`src/rtl/uart_tx_if.sv`:
```
// uart_tx byte-push bus and status/serial outputs.
// Master is the RAM write path; slave is the transmitter.
interface uart_tx_if;
  logic       write_enable;
  logic [7:0] data_in;
  logic       full;
  logic       idle;
  logic       overflow;
  logic       uart_tx_wire;

  modport master (
    output write_enable,
    output data_in,
    input  full,
    input  idle,
    input  overflow,
    input  uart_tx_wire
  );

  modport slave (
    input  write_enable,
    input  data_in,
    output full,
    output idle,
    output overflow,
    output uart_tx_wire
  );
endinterface

```
`src/rtl/uart_tx.sv`:
```
// uart_tx: byte FIFO feeding an 8N1 serialiser, LSB first.
// Define UART_PARITY_EN to add an even-parity bit (8E1).
module uart_tx #(
  parameter int CLKS_PER_BIT = 104,
  parameter int FIFO_DEPTH   = 4
) (
  input logic      clk,
  input logic      rst,
  uart_tx_if.slave bus
);
  localparam int AW = $clog2(FIFO_DEPTH);
  localparam int CW = AW + 1;
  localparam logic [CW-1:0] DEPTH_C = CW'(FIFO_DEPTH);
  localparam logic [15:0]   RELOAD  = 16'(CLKS_PER_BIT - 1);

`ifdef UART_PARITY_EN
  typedef enum logic [2:0] {
    S_IDLE, S_START, S_DATA, S_PARITY, S_STOP
  } state_t;
`else
  typedef enum logic [2:0] {
    S_IDLE, S_START, S_DATA, S_STOP
  } state_t;
`endif

  logic [7:0]    mem_q [FIFO_DEPTH];
  logic [AW-1:0] wr_ptr_q, wr_ptr_d;
  logic [AW-1:0] rd_ptr_q, rd_ptr_d;
  logic [CW-1:0] count_q, count_d;
  logic          full_q, full_d;
  logic          idle_q, idle_d;
  logic          ovf_q, ovf_d;
  logic          push, pop, empty;
  logic [7:0]    head;

  state_t        state_q, state_d;
  logic [15:0]   baud_q, baud_d;
  logic [2:0]    bit_q, bit_d;
  logic [7:0]    shift_q, shift_d;
  logic          tx_q, tx_d;
  logic          tick;
`ifdef UART_PARITY_EN
  logic          par_q, par_d;
`endif

  assign empty = (count_q == '0);
  assign push  = bus.write_enable & ~full_q;
  assign head  = mem_q[rd_ptr_q];
  assign tick  = (baud_q == '0);

  assign bus.full         = full_q;
  assign bus.idle         = idle_q;
  assign bus.overflow     = ovf_q;
  assign bus.uart_tx_wire = tx_q;

  // FIFO storage; contents are don't-care while pointers say empty
  always_ff @(posedge clk) begin
    if (push) mem_q[wr_ptr_q] <= bus.data_in;
  end

  // FIFO pointers, occupancy and registered status flags
  always_comb begin
    wr_ptr_d = wr_ptr_q;
    rd_ptr_d = rd_ptr_q;
    count_d  = count_q;
    ovf_d    = ovf_q | (bus.write_enable & full_q);
    if (push) wr_ptr_d = wr_ptr_q + AW'(1);
    if (pop)  rd_ptr_d = rd_ptr_q + AW'(1);
    case ({push, pop})
      2'b10:   count_d = count_q + CW'(1);
      2'b01:   count_d = count_q - CW'(1);
      default: count_d = count_q;
    endcase
    full_d = (count_d == DEPTH_C);
    idle_d = (state_d == S_IDLE) && (count_d == '0);
  end

  // Frame sequencer: next state, baud counter, shifter, line level
  always_comb begin
    state_d = state_q;
    baud_d  = baud_q;
    bit_d   = bit_q;
    shift_d = shift_q;
    tx_d    = tx_q;
    pop     = 1'b0;
`ifdef UART_PARITY_EN
    par_d   = par_q;
`endif
    if (state_q != S_IDLE && !tick) baud_d = baud_q - 16'd1;
    unique case (state_q)
      S_IDLE: begin
        tx_d = 1'b1;
        if (!empty) begin
          pop     = 1'b1;
          state_d = S_START;
          baud_d  = RELOAD;
          shift_d = head;
          tx_d    = 1'b0;
`ifdef UART_PARITY_EN
          par_d   = ^head;
`endif
        end
      end
      S_START: begin
        if (tick) begin
          state_d = S_DATA;
          baud_d  = RELOAD;
          bit_d   = 3'd0;
          tx_d    = shift_q[0];
        end
      end
      S_DATA: begin
        if (tick) begin
          baud_d = RELOAD;
          if (bit_q == 3'd7) begin
`ifdef UART_PARITY_EN
            state_d = S_PARITY;
            tx_d    = par_q;
`else
            state_d = S_STOP;
            tx_d    = 1'b1;
`endif
          end else begin
            bit_d   = bit_q + 3'd1;
            shift_d = shift_q >> 1;
            tx_d    = shift_q[1];
          end
        end
      end
`ifdef UART_PARITY_EN
      S_PARITY: begin
        if (tick) begin
          state_d = S_STOP;
          baud_d  = RELOAD;
          tx_d    = 1'b1;
        end
      end
`endif
      S_STOP: begin
        if (tick) begin
          if (!empty) begin
            pop     = 1'b1;
            state_d = S_START;
            baud_d  = RELOAD;
            shift_d = head;
            tx_d    = 1'b0;
`ifdef UART_PARITY_EN
            par_d   = ^head;
`endif
          end else begin
            state_d = S_IDLE;
            tx_d    = 1'b1;
          end
        end
      end
      default: begin
        state_d = S_IDLE;
        tx_d    = 1'b1;
      end
    endcase
  end

  // State registers; reset aborts any frame and empties the FIFO
  always_ff @(posedge clk or posedge rst) begin
    if (rst) begin
      wr_ptr_q <= '0;
      rd_ptr_q <= '0;
      count_q  <= '0;
      full_q   <= 1'b0;
      idle_q   <= 1'b1;
      ovf_q    <= 1'b0;
      state_q  <= S_IDLE;
      baud_q   <= '0;
      bit_q    <= '0;
      shift_q  <= '0;
      tx_q     <= 1'b1;
`ifdef UART_PARITY_EN
      par_q    <= 1'b0;
`endif
    end else begin
      wr_ptr_q <= wr_ptr_d;
      rd_ptr_q <= rd_ptr_d;
      count_q  <= count_d;
      full_q   <= full_d;
      idle_q   <= idle_d;
      ovf_q    <= ovf_d;
      state_q  <= state_d;
      baud_q   <= baud_d;
      bit_q    <= bit_d;
      shift_q  <= shift_d;
      tx_q     <= tx_d;
`ifdef UART_PARITY_EN
      par_q    <= par_d;
`endif
    end
  end
endmodule

```
`src/flat_wrapper.sv`:
```
// flat-port wrapper written by rule: the top's interface ports become plain ports
module uart_tx_flat 
#(
  parameter int CLKS_PER_BIT = 104,
  parameter int FIFO_DEPTH   = 4
)
  (clk, rst, bus_write_enable, bus_data_in, bus_full, bus_idle, bus_overflow, bus_uart_tx_wire);
  uart_tx_if bus_i ();
  input logic clk;
  input logic rst;
  input wire logic [$bits(bus_i.write_enable)-1:0] bus_write_enable;
  input wire logic [$bits(bus_i.data_in)-1:0] bus_data_in;
  output wire logic [$bits(bus_i.full)-1:0] bus_full;
  output wire logic [$bits(bus_i.idle)-1:0] bus_idle;
  output wire logic [$bits(bus_i.overflow)-1:0] bus_overflow;
  output wire logic [$bits(bus_i.uart_tx_wire)-1:0] bus_uart_tx_wire;
  assign bus_i.write_enable = bus_write_enable;
  assign bus_i.data_in = bus_data_in;
  assign bus_full = bus_i.full;
  assign bus_idle = bus_i.idle;
  assign bus_overflow = bus_i.overflow;
  assign bus_uart_tx_wire = bus_i.uart_tx_wire;
  uart_tx #(.CLKS_PER_BIT(CLKS_PER_BIT), .FIFO_DEPTH(FIFO_DEPTH)) u_core (.clk(clk), .rst(rst), .bus(bus_i));
endmodule
```
`config.mk`:
```
export PLATFORM = sky130hd
export DESIGN_NAME = uart_tx_flat
export DESIGN_NICKNAME = d
export VERILOG_FILES = /design/src/rtl/uart_tx_if.sv /design/src/rtl/uart_tx.sv /design/src/flat_wrapper.sv
export SDC_FILE = /design/constraint.sdc
export NUM_CORES = 1
export LEC_CHECK = 0
export CORE_ASPECT_RATIO = 2
export CORE_MARGIN = 4
export CORE_UTILIZATION = 45
export DETAILED_ROUTE_END_ITERATION = 16
export DONT_BUFFER_PORTS = 1
export PLACE_DENSITY = 0.59
export SLEW_MARGIN = 20
export SYNTH_ARGS = -nofsm -noshare
export SYNTH_HDL_FRONTEND = slang
export SYNTH_SLANG_ARGS = --single-unit
```
`constraint.sdc`:
```
create_clock -name clk -period 2.9 [get_ports clk]
set_input_delay 0.58 -clock clk [delete_from_list [all_inputs] [get_ports clk]]
set_output_delay 0.58 -clock clk [all_outputs]
set_load 0.01 [all_outputs]
```
# Word level (Yosys, flattened, before mapping)
# Memory sizes are Yosys's and may differ from the RTL's.
# Index checks and enable logic that the tools add are counted.
classes:
  add_sub_neg: 6
  eq_ne: 11
  muxes: 33
  n_bitwise: 4
  n_reduce_logical: 15
ops:
  columns: ["operator", "count"]
  rows:
  - ["two-way mux 16 bit", 4]
  - ["case mux 16 bit (3 select lines)", 1]
  - ["two-way mux 8 bit", 4]
  - ["two-way mux 3 bit", 8]
  - ["case mux 8 bit (3 select lines)", 1]
  - ["zero test 16 bit", 1]
  - ["subtractor 16 x 1 -> 16 bit (second input constant)", 1]
  - ["zero test 3 bit", 4]
  - ["case mux 3 bit (2 select lines)", 2]
  - ["case mux 3 bit (4 select lines)", 1]
  - ["two-way mux 1 bit", 10]
  - ["AND reduction 4 bit", 2]
  - ["adder 3 x 1 -> 3 bit (second input constant)", 2]
  - ["== test 3 x 2 -> 1 bit (second input constant)", 2]
  - ["== test 3 bit (second input constant)", 2]
  - ["inequality test 2 x 1 -> 1 bit (second input constant)", 3]
  - ["nonzero test 3 bit", 2]
  - ["adder 2 x 1 -> 2 bit (second input constant)", 2]
  - ["case mux 1 bit (4 select lines)", 1]
  - ["== test 3 x 1 -> 1 bit (second input constant)", 1]
  - ["AND reduction 3 bit", 1]
  - ["subtractor 3 x 1 -> 3 bit (second input constant)", 1]
  - ["AND 1 bit", 2]
  - ["== test 2 x 1 -> 1 bit (second input constant)", 1]
  - ["9 further kinds", 10]
totals:
  register_bits: 41
  mem_bits_rw: 32
  inputBits: 11
  output_inout_bits: 4
  word_cells: 81
  memories: 1
mem_list:
  columns: ["memory", "depth", "width", "rd", "rd_clocked_by_memory_dff", "write_ports", "line_no", "rtl"]
  rows:
  - ["u_core.mem_q", 4, 8, 1, 0, 1, "uart_tx.sv:26", "logic [7:0] mem_q [FIFO_DEPTH];"]

# Longest topological paths before layout
# Gate-level depths: netlist (run 1).
depth:
  ltp_word: 8
  depth_mapped: 12
  depth_no_buf: 12

# Worst setup path before layout (run 1)
# Ideal clock, no wire load.
synth_path:
  path_kind: "register to register"
  start: "reg u_core.baud_q[0]"
  end: "reg u_core.idle_q (netlist: u_core.bus.idle)"
  setup_ns: 0.096
  t_arrival_ns: 2.939
  required_time_ns: 2.804
  path_slack_ns: -0.136
  path_stages_with_launch: 13
  n_path_buf: 0
  synth_period_minus_slack_ns: 3.036
  cell_sequence: "dfrtp_1 inv_1 ha_1 nor4b_2 nand4_2 a21boi_0 ha_1 inv_1 fa_1 nor2b_1 and2_1 o211ai_1 nor4_1"
synth_via:
  elab_chain_cells: 7
  word_cells_on_any_way: 13
  classes_between: "eq/ne: 2; mux: 7; reduce/logical: 4"
synth_rtl:
  columns: ["item", "line_no", "rtl"]
  rows:
  - ["from (decl)", "uart_tx.sv:37", "logic [15:0] baud_q, baud_d;"]
  - ["from (signal assigned)", "uart_tx.sv:188", "baud_q <= baud_d;"]
  - ["zero test 16 bit (*)", "uart_tx.sv:49", "assign tick = (baud_q == '0);"]
  - ["two-way mux 1 bit (*)", "uart_tx.sv:140", "if (tick) begin"]
  - ["case mux 1 bit (2 select lines) (*)", "uart_tx.sv:90", "unique case (state_q)"]
  - ["named net u_core.pop", "uart_tx.sv:33", "logic push, pop, empty;"]
  - ["== test 2 x 1 -> 1 bit / == test 2 bit (equally long branches)", "uart_tx.sv:69", "case ({push, pop})"]
  - ["case mux 3 bit (2 select lines) (*)", "uart_tx.sv:69", null]
  - ["zero test 3 bit (*)", "uart_tx.sv:75", "idle_d = (state_d == S_IDLE) && (count_d == '0);"]
  - ["logical AND 1 bit (*)", "uart_tx.sv:75", null]
  - ["named net u_core.idle_d", "uart_tx.sv:31", "logic idle_q, idle_d;"]
  - ["to (signal assigned)", "uart_tx.sv:185", "idle_q <= idle_d;"]
  - ["to (decl)", "uart_tx.sv:31", null]
# Mark *: on every way through the listed nets, which the timed path passes. The rest lies on a longest branch.
# A chain may end at the register's enable or synchronous reset.

# Final worst setup path (run 1)
layout_path:
  start: "reg u_core.baud_q[1]"
  end: "reg u_core.idle_q (netlist: u_core.bus.idle)"
# The elaborated chain is that of the path after synthesis.

==> results of run 1 <==
cells in the mapped netlist (4+ instances only):
| master | count | share of area |
|---|---|---|
| nor2_1 | 15 | 0.016 |
| mux2_2 | 19 | 0.059 |
| o211ai_1 | 5 | 0.010 |
| inv_1 | 14 | 0.015 |
| o31ai_1 | 4 | 0.0083 |
| clkbuf_1 | 9 | 0.0093 |
| mux4_2 | 8 | 0.050 |
| ha_1 | 8 | 0.028 |
| edfxtp_1 | 32 | 0.27 |
| nor3_1 | 7 | 0.0097 |
| nor2b_1 | 5 | 0.0086 |
| or4_1 | 4 | 0.0083 |
| mux2i_1 | 4 | 0.011 |
| nand2_1 | 9 | 0.0093 |
| nand3_1 | 7 | 0.0097 |
| o21ai_0 | 11 | 0.015 |
| dfrtp_1 | 39 | 0.27 |
| a22oi_1 | 9 | 0.019 |
| or3_1 | 6 | 0.010 |
| and2_1 | 5 | 0.0086 |
what timing repair did:
item	in CTS	in global routing
setup buffers	0	3
setup endpoints to repair	0	3
resized for setup	0	12
hold buffers	0	0
cells in the final DEF (no fill, tap or decap), drive strengths merged, types with 3 or more instances in the layout:
cell | Yosys | layout
xnor2 | 3 | 3
o31ai | 4 | 4
clkbuf | 10 | 9
mux2 | 19 | 19
or3 | 7 | 7
a22oi | 11 | 11
o21ai | 11 | 11
edfxtp | 32 | 32
ha | 8 | 8
o211ai | 5 | 5
nand2 | 9 | 9
nor4 | 3 | 3
buf | 3 | 26
nor3 | 7 | 7
dfrtp | 39 | 39
and2 | 5 | 5
and4 | 3 | 3
nor2b | 5 | 5
or4 | 6 | 6
nand4 | 3 | 3
nor2 | 15 | 15
mux2i | 4 | 4
nor4b | 3 | 3
nand3 | 7 | 7
xor2 | 3 | 3
nand3b | 3 | 3
inv | 14 | 17
mux4 | 8 | 8
flip-flops by register name, summed over array words and instances, names as in the netlist:
register and flops:
u_core.bus.uart_tx_wire 1, u_core.wr_ptr_q 2, u_core.state_q 3, u_core.shift_q 8, u_core.baud_q 16, u_core.count_q 3
u_core.bus.idle 1, u_core.bus.overflow 1, u_core.bus.full 1, u_core.mem_q 32, u_core.bit_q 3, u_core.rd_ptr_q 2
metrics by stage:
stage / power [mW] / hold slack [ps]
floorplan: 2.36 / 475
global placement: 2.63 / 485
detailed placement: 2.66 / 493
CTS: 3.88 / 242
global route: 4.12 / 219
finish: 3.89 / 180
critical path, stage by stage, from the launching register on:
cell and delay (ps):
dfrtp_1 390, inv_2 80, ha_4 140, nor4b_4 260, nand4_2 160, a21boi_2 200
ha_2 210, inv_2 40, fa_1 480, nor2b_4 140, and2_4 150, o211ai_1 90
nor4_1 280
layer usage:
layer	vias to the layer above	GRT usage	wire length, um
met5	-	0	0
met4	0	0.0837	234
met1	1182	0.160	2560
li1	1125	-	-
met3	18	0.0455	222
met2	45	0.322	4270
power groups by stage:
stage          combinational, mW  clock [mW]  sequential [mW]
4_1_cts                     1.04        1.23             1.61
5_1_grt                     1.20        1.28             1.64
3_3_place_gp                1.01           0             1.62
6_report                    1.08        1.20             1.60
3_5_place_dp                1.03           0             1.62
2_1_floorplan              0.839           0             1.52
cell type report:
| class | count | area, sq um |
|---|---|---|
| inverters | 14 | 52.6 |
| clock inverters | 7 | 98.8 |
| fillers | 661 | 3660 |
| well taps | 96 | 120 |
| clock buffers | 9 | 225 |
| flip-flops and latches | 73 | 1990 |
| multi-input cells | 181 | 1550 |
| repair buffers | 26 | 195 |
final timing paths:
| kind | endpoint | slack, ps | startpoint | cells after the start |
|---|---|---|---|---|
| max | u_core.bus.idle | 190 | u_core.baud_q[1] | 12 |
| min | u_core.baud_q[5] | 180 | rst | 1 |
| max reg2reg | u_core.bus.idle | 190 | u_core.baud_q[1] | 12 |
| min reg2reg | u_core.shift_q[7] | 510 | u_core.shift_q[7] | 1 |
| max in group asynchronous | u_core.rd_ptr_q[0] | 2050 | rst | 2 |
| min in group clk | u_core.mem_q[1][3] | 340 | bus_data_in[3] | 0 |
logic make-up (layout without fill, tap and decap cells):
group | count (synthesis) | count (layout) | synth area share
adders and majority gates | 9 | 9 | 0.0332
AOI/OAI and AO/OA | 50 | 50 | 0.103
and+or+nand+nor | 84 | 84 | 0.145
xor gates and xnor gates | 6 | 6 | 0.0145
buffers and inverters | 27 | 56 | 0.0342
muxes | 31 | 31 | 0.120
other | 1 | 1 | 0.00104
DFF | 73 | 73 | 0.549
==> reports/metrics.cfg, run 1 <==
[logic_synthesis]
avgSynthCellArea_sq_um=12.9
syn_inst=281
synth_nets=301
ys_types=62
ys_seq_elements=73
synthFlopType=dfrtp_1
synth_edf_count=32
syn_area_sq_um=3620
async_flop_share=0.562
seq_area_frac_synth=0.549
yosys_warnings=0

[power_and_ir_drop]
power_frac_clock=0.309
powerDensity_nw_per_um2=919
p_sw_mw=1.17
vdd_drop_max_mv=0.657
power_leakage_nw=1.66
pwr-share-seq=0.412
p_int_mw=2.71
swShare=0.302
pwr-share-comb=0.279

[global_routing]
grt-ovfl-total=0
grt_pass1_vias=2581
grt_antenna_before_repair=0
grt_usage=0.169
grt_pass1_wl_um=12400
grt_max_degree=26

[floorplanning]
start_util=0.459
die_w_um=71.4
die-area_sq_um=9630
core-area_sq_um=7890
rows=46
dieHeight_um=135
pin_count=15

[timing]
tightest_slew_ps=1040
rsz0062_at_grt=no
finClkSkew_ps=8.41
setup-tns-final_ps=0
setup_viol=0
slew_headroom=0.299
period_share=0.936
finalCriticalPeriod_ps=2710
fmax_mhz=368
hold_violations=0
drv_slew=0
setup_ws_ps=185

[place]
place_area_sq_um=3850
place_ws_ps=26.9
place.gp.congestion=0.852
port_buffers=0
dp_hpwl_um=5450
numPlacedInstances=387

[drt]
drt_wl_total_um=7290
drt_iter0_drc=135
vias_per_cell=5.84
dr_total_vias=2370
ant_nets=0
firstDrtPassIters=4
post-route-drc-count=0
routedWlPerCell_um=17.9

[run_status]
status=completed

[hold_path]
hold_path_class=in -> async

[clock_tree]
cts_buffers=9
cts_tree=yes
clock_path_buffers=2
cts.sink_count=73
cts_root_buf=clkbuf_16
clk_latency_ps=340
path_clk_slew_ps=60
ctsHtreeMaxLevel=3

[flow_run]
drv_cap=0

[final_layout]
post-route-util=0.536
fin_cells=406
nets=325
area_growth_pct=16.7
layout-drive-gt1-share=0.300
final_area_sq_um=4230
antenna_cells=0

[setup_path]
path_class=reg -> reg
end_kind=flop
worstPathArrival_ps=2960
cp.required_ps=3140
crit_fanout=4
startpoint_type=flop

Note: power is estimated with default switching activity, not from simulation.
==> inputs of run 2 (changes only) <==
CORE_ASPECT_RATIO = unset   (was 2)
==> run 2 against run 1 <==
Final cell count grew 0.49%. Clock power shrank 31%. Clock-buffer cell count is the same. Sequential share of layout area grew 1.4 points. Die area shrank 0.91%. Maximum frequency shrank 1.6%. Sequential power is essentially flat. Global-route usage shrank 0.70 points. Hold slack lost 93 ps. Critical path type unchanged.
==> reports/metrics.cfg, run 2 (synthesis results as in run 1) <==
[place]
place.gp.congestion=0.796  ; -6.6%
dp_hpwl_um=4960  ; -9.1%
port_buffers=0  ; unchanged
place_area_sq_um=3840  ; -0.19%

[final_layout]
antenna_cells=0  ; unchanged
final_area_sq_um=4100  ; -2.9%
largest_reg_flops=32  ; unchanged
layout-drive-gt1-share=0.284  ; -0.0157
post-route-util=0.528  ; -0.00767
final_common_cell=dfrtp_1
area_growth_pct=13.3
top_regs=u_core.mem_q: 32 flops, u_core.baud_q: 16 flops, u_core.shift_q: 8 flops
nets=321  ; -1.2%
top_register=u_core.mem_q
layout_common_cells=dfrtp_1, edfxtp_1, buf_4

[setup_path]
crit_chain=inv_1, ha_4, nor4b_4, nand4_2, a21boi_2, ha_2, inv_1, fa_1, nor2b_4, and2_4, o211ai_1, nor4_1
r2r_cells=12  ; unchanged
path_delay_family=simple AND/OR/NAND/NOR gates
end_kind=flop
r2r_start=u_core.baud_q[1]
cp-startpoint=u_core.baud_q[1]
startpoint_type=flop
crit_fanout=4  ; unchanged
critical_path.max_stage_delay_ps=480  ; about the same
worst-path-buf-inv=2  ; unchanged
slowest_stage=fa_1
cp.required_ps=3150  ; about the same
reg2reg_to=u_core.bus.idle
cp-endpoint=u_core.bus.idle
path_class=reg -> reg
cp.depth=12  ; unchanged
rrSetupSlack_ps=140  ; -40 ps
path_common_cell=inv_1
worstPathArrival_ps=3010  ; +50 ps

[clock_tree]
cts_hold_buffers=0  ; unchanged
clock_path_buffers=2  ; unchanged
cts_root_buf=clkbuf_8
ctsHtreeMaxLevel=3  ; unchanged
cts_tree=yes
cts.sink_count=73  ; unchanged
cts_buffers=9  ; unchanged
clk_latency_ps=350  ; about the same
path_clk_slew_ps=80  ; +20 ps

[power_and_ir_drop]
vdd_drop_max_mv=0.536  ; -18%
power_leakage_nw=1.59  ; -4.4%
powerDensity_nw_per_um2=856  ; -6.9%
total_power_mw=3.51  ; -9.6%

[timing]
period_share=0.951  ; +0.0154
finClkSkew_ps=8.00  ; -0.404 ps
tightest_slew_ps=629  ; -414 ps
setup_viol=0  ; unchanged
drv_slew=0  ; unchanged
slew_headroom=0.581  ; +0.281
holdWs_ps=87.1  ; -92.6 ps
fmax_mhz=362  ; -1.6%
finalCriticalPeriod_ps=2760  ; +44.7 ps
hold_violations=0  ; unchanged

[drt]
drt_wl_total_um=7160  ; -1.8%
ant_nets=0  ; unchanged
post-route-drc-count=0  ; unchanged
vias_per_cell=5.72  ; -2.0%
firstDrtPassIters=4  ; unchanged
dr_total_vias=2334  ; -1.5%
routedWlPerCell_um=17.5  ; -2.2%
drt_iter0_drc=74  ; -45%

[floorplanning]
pin_count=15  ; unchanged
core-area_sq_um=7770  ; -1.5%
dieHeight_um=97.7  ; -28%
die-area_sq_um=9550  ; -0.91%
start_util=0.466  ; +0.00695
die_w_um=97.7  ; +37%
rows=32  ; -30%

[global_routing]
grt_max_degree=28  ; +7.7%
grt_pass1_vias=2382  ; -7.7%
grt_usage=0.162  ; -0.00702
grt_antenna_before_repair=0  ; unchanged
grt-ovfl-total=0  ; unchanged
grt_pass1_wl_um=12200  ; -1.2%

[hold_path]
hold_path_class=in -> async

[run_status]
status=completed

[flow_run]
drv_cap=0  ; unchanged

[run 2: cell types whose count changed in the layout (fill, tap and decap cells not counted), sizes merged]
cell,previous run,this run
clkinvlp,1,2
buf,26,22
bufinv,2,1
[run 2: per-layer routing]
metal  routed length, um  track usage  vias to the layer above
met2                3210        0.231                       45
met5                   0            0                        -
li1                    -            -                     1117
met3                 277       0.0345                       10
met4                 118       0.0671                        0
met1                3550        0.241                     1162
[run 2: cell type report]
type / instances / area [sq um]
fill: 682 / 3660
sequential: 73 / 1990
multi-input combinational: 181 / 1560
timing repair buffer: 22 / 165
tap: 102 / 128
clock buffer: 9 / 124
clock inverter: 7 / 82.6
inverter: 14 / 52.6
[run 2: report_power, final]
part           total [mW]  switching [mW]  leakage, nW  internal (mW)
clock network       0.831           0.419       0.0988          0.412
logic                1.07           0.508        0.693          0.566
registers            1.61           0.241        0.797           1.37
[run 2: worst min-delay path by stage]
| stage | slack [ps] | to | cells after the start |
|---|---|---|---|
| after floorplan | 470 | u_core.shift_q[0] | 1 |
| after global placement | 480 | u_core.shift_q[4] | 1 |
| after detailed placement | 480 | u_core.shift_q[4] | 1 |
| after CTS | 100 | u_core.shift_q[4] | 1 |
| after global routing | 100 | u_core.shift_q[4] | 1 |
| final | 90 | u_core.shift_q[4] | 1 |
[run 2: repair_timing]
| item | 4_1_cts | 5_1_grt |
|---|---|---|
| gates cloned | 0 | 0 |
| setup buffers | 0 | 1 |
| pin swaps | 0 | 3 |
| endpoints found under the setup margin | 1 | 2 |
| resized for setup | 1 | 11 |
[run 2: stage by stage]
stage | worst slack, ps | setup TNS [ps] | cells
floorplan | 8.16 | 0 | 281
global placement | 121 | 0 | 391
detailed placement | 51.3 | 0 | 391
CTS | 62.9 | 0 | 407
global route | -16.0 | -16.0 | 408
finish | 141 | 0 | 408
==> inputs of run 3 (changes only) <==
CELL_PAD_IN_SITES_DETAIL_PLACEMENT = 1   (was unset)
CELL_PAD_IN_SITES_GLOBAL_PLACEMENT = 1   (was unset)
PLACE_DENSITY = 0.69   (was 0.59)
SKIP_CTS_REPAIR_TIMING = 1   (was unset)
==> run 3 against run 2 <==
Die area stayed put. Via count is 1.2% higher. Total power is 0.77% higher. Clock-buffer cell count stayed put. Core utilization is 0.55 points higher. Critical path type unchanged.
==> reports/metrics.cfg, run 3 (synthesis results as in run 1) <==
[clock_tree]
cts_root_buf=clkbuf_8
ctsHtreeMaxLevel=3  ; unchanged
clk_latency_ps=350  ; about the same
cts.sink_count=73  ; unchanged
clock_path_buffers=2  ; unchanged
cts_tree=yes
cts_buffers=9  ; unchanged
path_clk_slew_ps=90  ; about the same

[power_and_ir_drop]
vdd_drop_max_mv=0.493  ; -8.0%
powerDensity_nw_per_um2=854  ; -0.26%
total_power_mw=3.54  ; +0.77%
power_leakage_nw=1.62  ; +2.1%

[final_layout]
top_regs=u_core.mem_q: 32 flops, u_core.baud_q: 16 flops, u_core.shift_q: 8 flops
final_common_cell=dfrtp_1
fill_cells=804  ; +18%
largest_reg_flops=32  ; unchanged
fin_cells=416  ; +2.0%
final_area_sq_um=4150  ; +1.0%
antenna_cells=0  ; unchanged
post-route-util=0.534  ; +0.00548
nets=329  ; +2.5%
layout-drive-gt1-share=0.303  ; +0.0182
area_growth_pct=14.5
top_register=u_core.mem_q
multi_input_area_sq_um=1550  ; -0.72%
layout_common_cells=dfrtp_1, edfxtp_1, buf_4
regArea_sq_um=1990  ; unchanged

[timing]
setup-tns-final_ps=0  ; unchanged
tightest_slew_ps=904  ; +276 ps
hold_violations=0  ; unchanged
finalCriticalPeriod_ps=2730  ; -31.1 ps
setup_viol=0  ; unchanged
slew_headroom=0.392  ; -0.189
setup_ws_ps=172  ; +31.1 ps
holdWs_ps=165  ; +78.0 ps
drv_slew=0  ; unchanged
fmax_mhz=367  ; +1.1%
period_share=0.941  ; -0.0107
finClkSkew_ps=14.1  ; +6.06 ps

[hold_path]
hold_path_class=in -> async

[drt]
vias_per_cell=5.68  ; -0.75%
firstDrtPassIters=4  ; unchanged
post-route-drc-count=0  ; unchanged
dr_total_vias=2362  ; +1.2%
drt_wl_total_um=7760  ; +8.4%
drt_iter0_drc=94  ; +27%
routedWlPerCell_um=18.7  ; +6.4%
ant_nets=0  ; unchanged

[setup_path]
critical_path.max_stage_delay_ps=480  ; about the same
crit_chain=inv_2, ha_4, nor4b_4, nand4_2, a21boi_2, ha_2, inv_1, fa_1, nor2b_4, and2_4, o211ai_1, nor4_2
slowest_stage=fa_1
path_class=reg -> reg
startpoint_type=flop
cp.required_ps=3160  ; about the same
crit_fanout=4  ; unchanged
end_kind=flop
worstPathArrival_ps=2990  ; -20 ps

[floorplanning]
die_w_um=97.7  ; unchanged
start_util=0.466  ; unchanged
pin_count=15  ; unchanged
rows=32  ; unchanged
dieHeight_um=97.7  ; unchanged
die-area_sq_um=9550  ; unchanged
core-area_sq_um=7770  ; unchanged

[place]
place_area_sq_um=3880  ; +0.98%
dp_hpwl_um=5750  ; +16%
place_ws_ps=-81.1  ; -132 ps
place.gp.congestion=0.781  ; -1.9%
port_buffers=0  ; unchanged
numPlacedInstances=396  ; +1.3%

[global_routing]
grt_antenna_before_repair=0  ; unchanged
grt_max_degree=23  ; -18%
grt-ovfl-total=0  ; unchanged
grt_usage=0.175  ; +0.0122
grt_pass1_vias=2652  ; +11%
grt_pass1_wl_um=13200  ; +7.8%

[flow_run]
drv_cap=0  ; unchanged

[run_status]
status=completed

## run 3: cell types whose count changed in the layout (fill, tap and decap cells not counted), sizes merged
cell      before  now
clkinvlp       2    1
clkinv         1    3
inv           17   16
buf           22   30
## run 3: power breakdown
part	internal [mW]	total (mW)	switching, mW
Sequential	1.37	1.60	0.231
Combinational	0.604	1.13	0.530
Clock	0.405	0.807	0.402
Total	2.38	3.54	1.16
## run 3: final cells by class
cell class / count / area share
Clock buffer: 9 / 0.0299
Clock inverter: 7 / 0.0184
Inverter: 14 / 0.0127
Multi-Input combinational cell: 181 / 0.374
Sequential cell: 73 / 0.480
Tap cell: 102 / 0.0308
Timing Repair Buffer: 30 / 0.0543
## run 3: worst paths after layout
path,start,endpoint,slack [ps],cells after the start
worst max-delay path,u_core.baud_q[1],u_core.bus.idle,170,12
worst min-delay path,rst,u_core.baud_q[9],170,1
worst max register to register,u_core.baud_q[1],u_core.bus.idle,170,12
worst min register to register,u_core.shift_q[3],u_core.shift_q[3],510,1
max in group asynchronous,rst,u_core.state_q[2],2040,2
min in group clk,bus_data_in[0],u_core.mem_q[1][0],320,0
## run 3: worst max-delay path, delay by kind of cell, from the launching register on
family | cells | cell delay (ps)
simple gates | 5 | 960
compound gates | 2 | 320
fa+ha+maj | 3 | 820
buf+inv | 2 | 130
flops | 1 | 410
## run 3: per-layer routing
| layer | part of all wire | global-route usage | vias up | wire (um) |
|---|---|---|---|---|
| li1 | - | - | 1130 | - |
| met4 | 0.012 | 0.0618 | 0 | 91 |
| met5 | 0 | 0 | - | 0 |
| met2 | 0.54 | 0.306 | 33 | 4220 |
| met1 | 0.41 | 0.208 | 1192 | 3220 |
| met3 | 0.030 | 0.0438 | 7 | 234 |
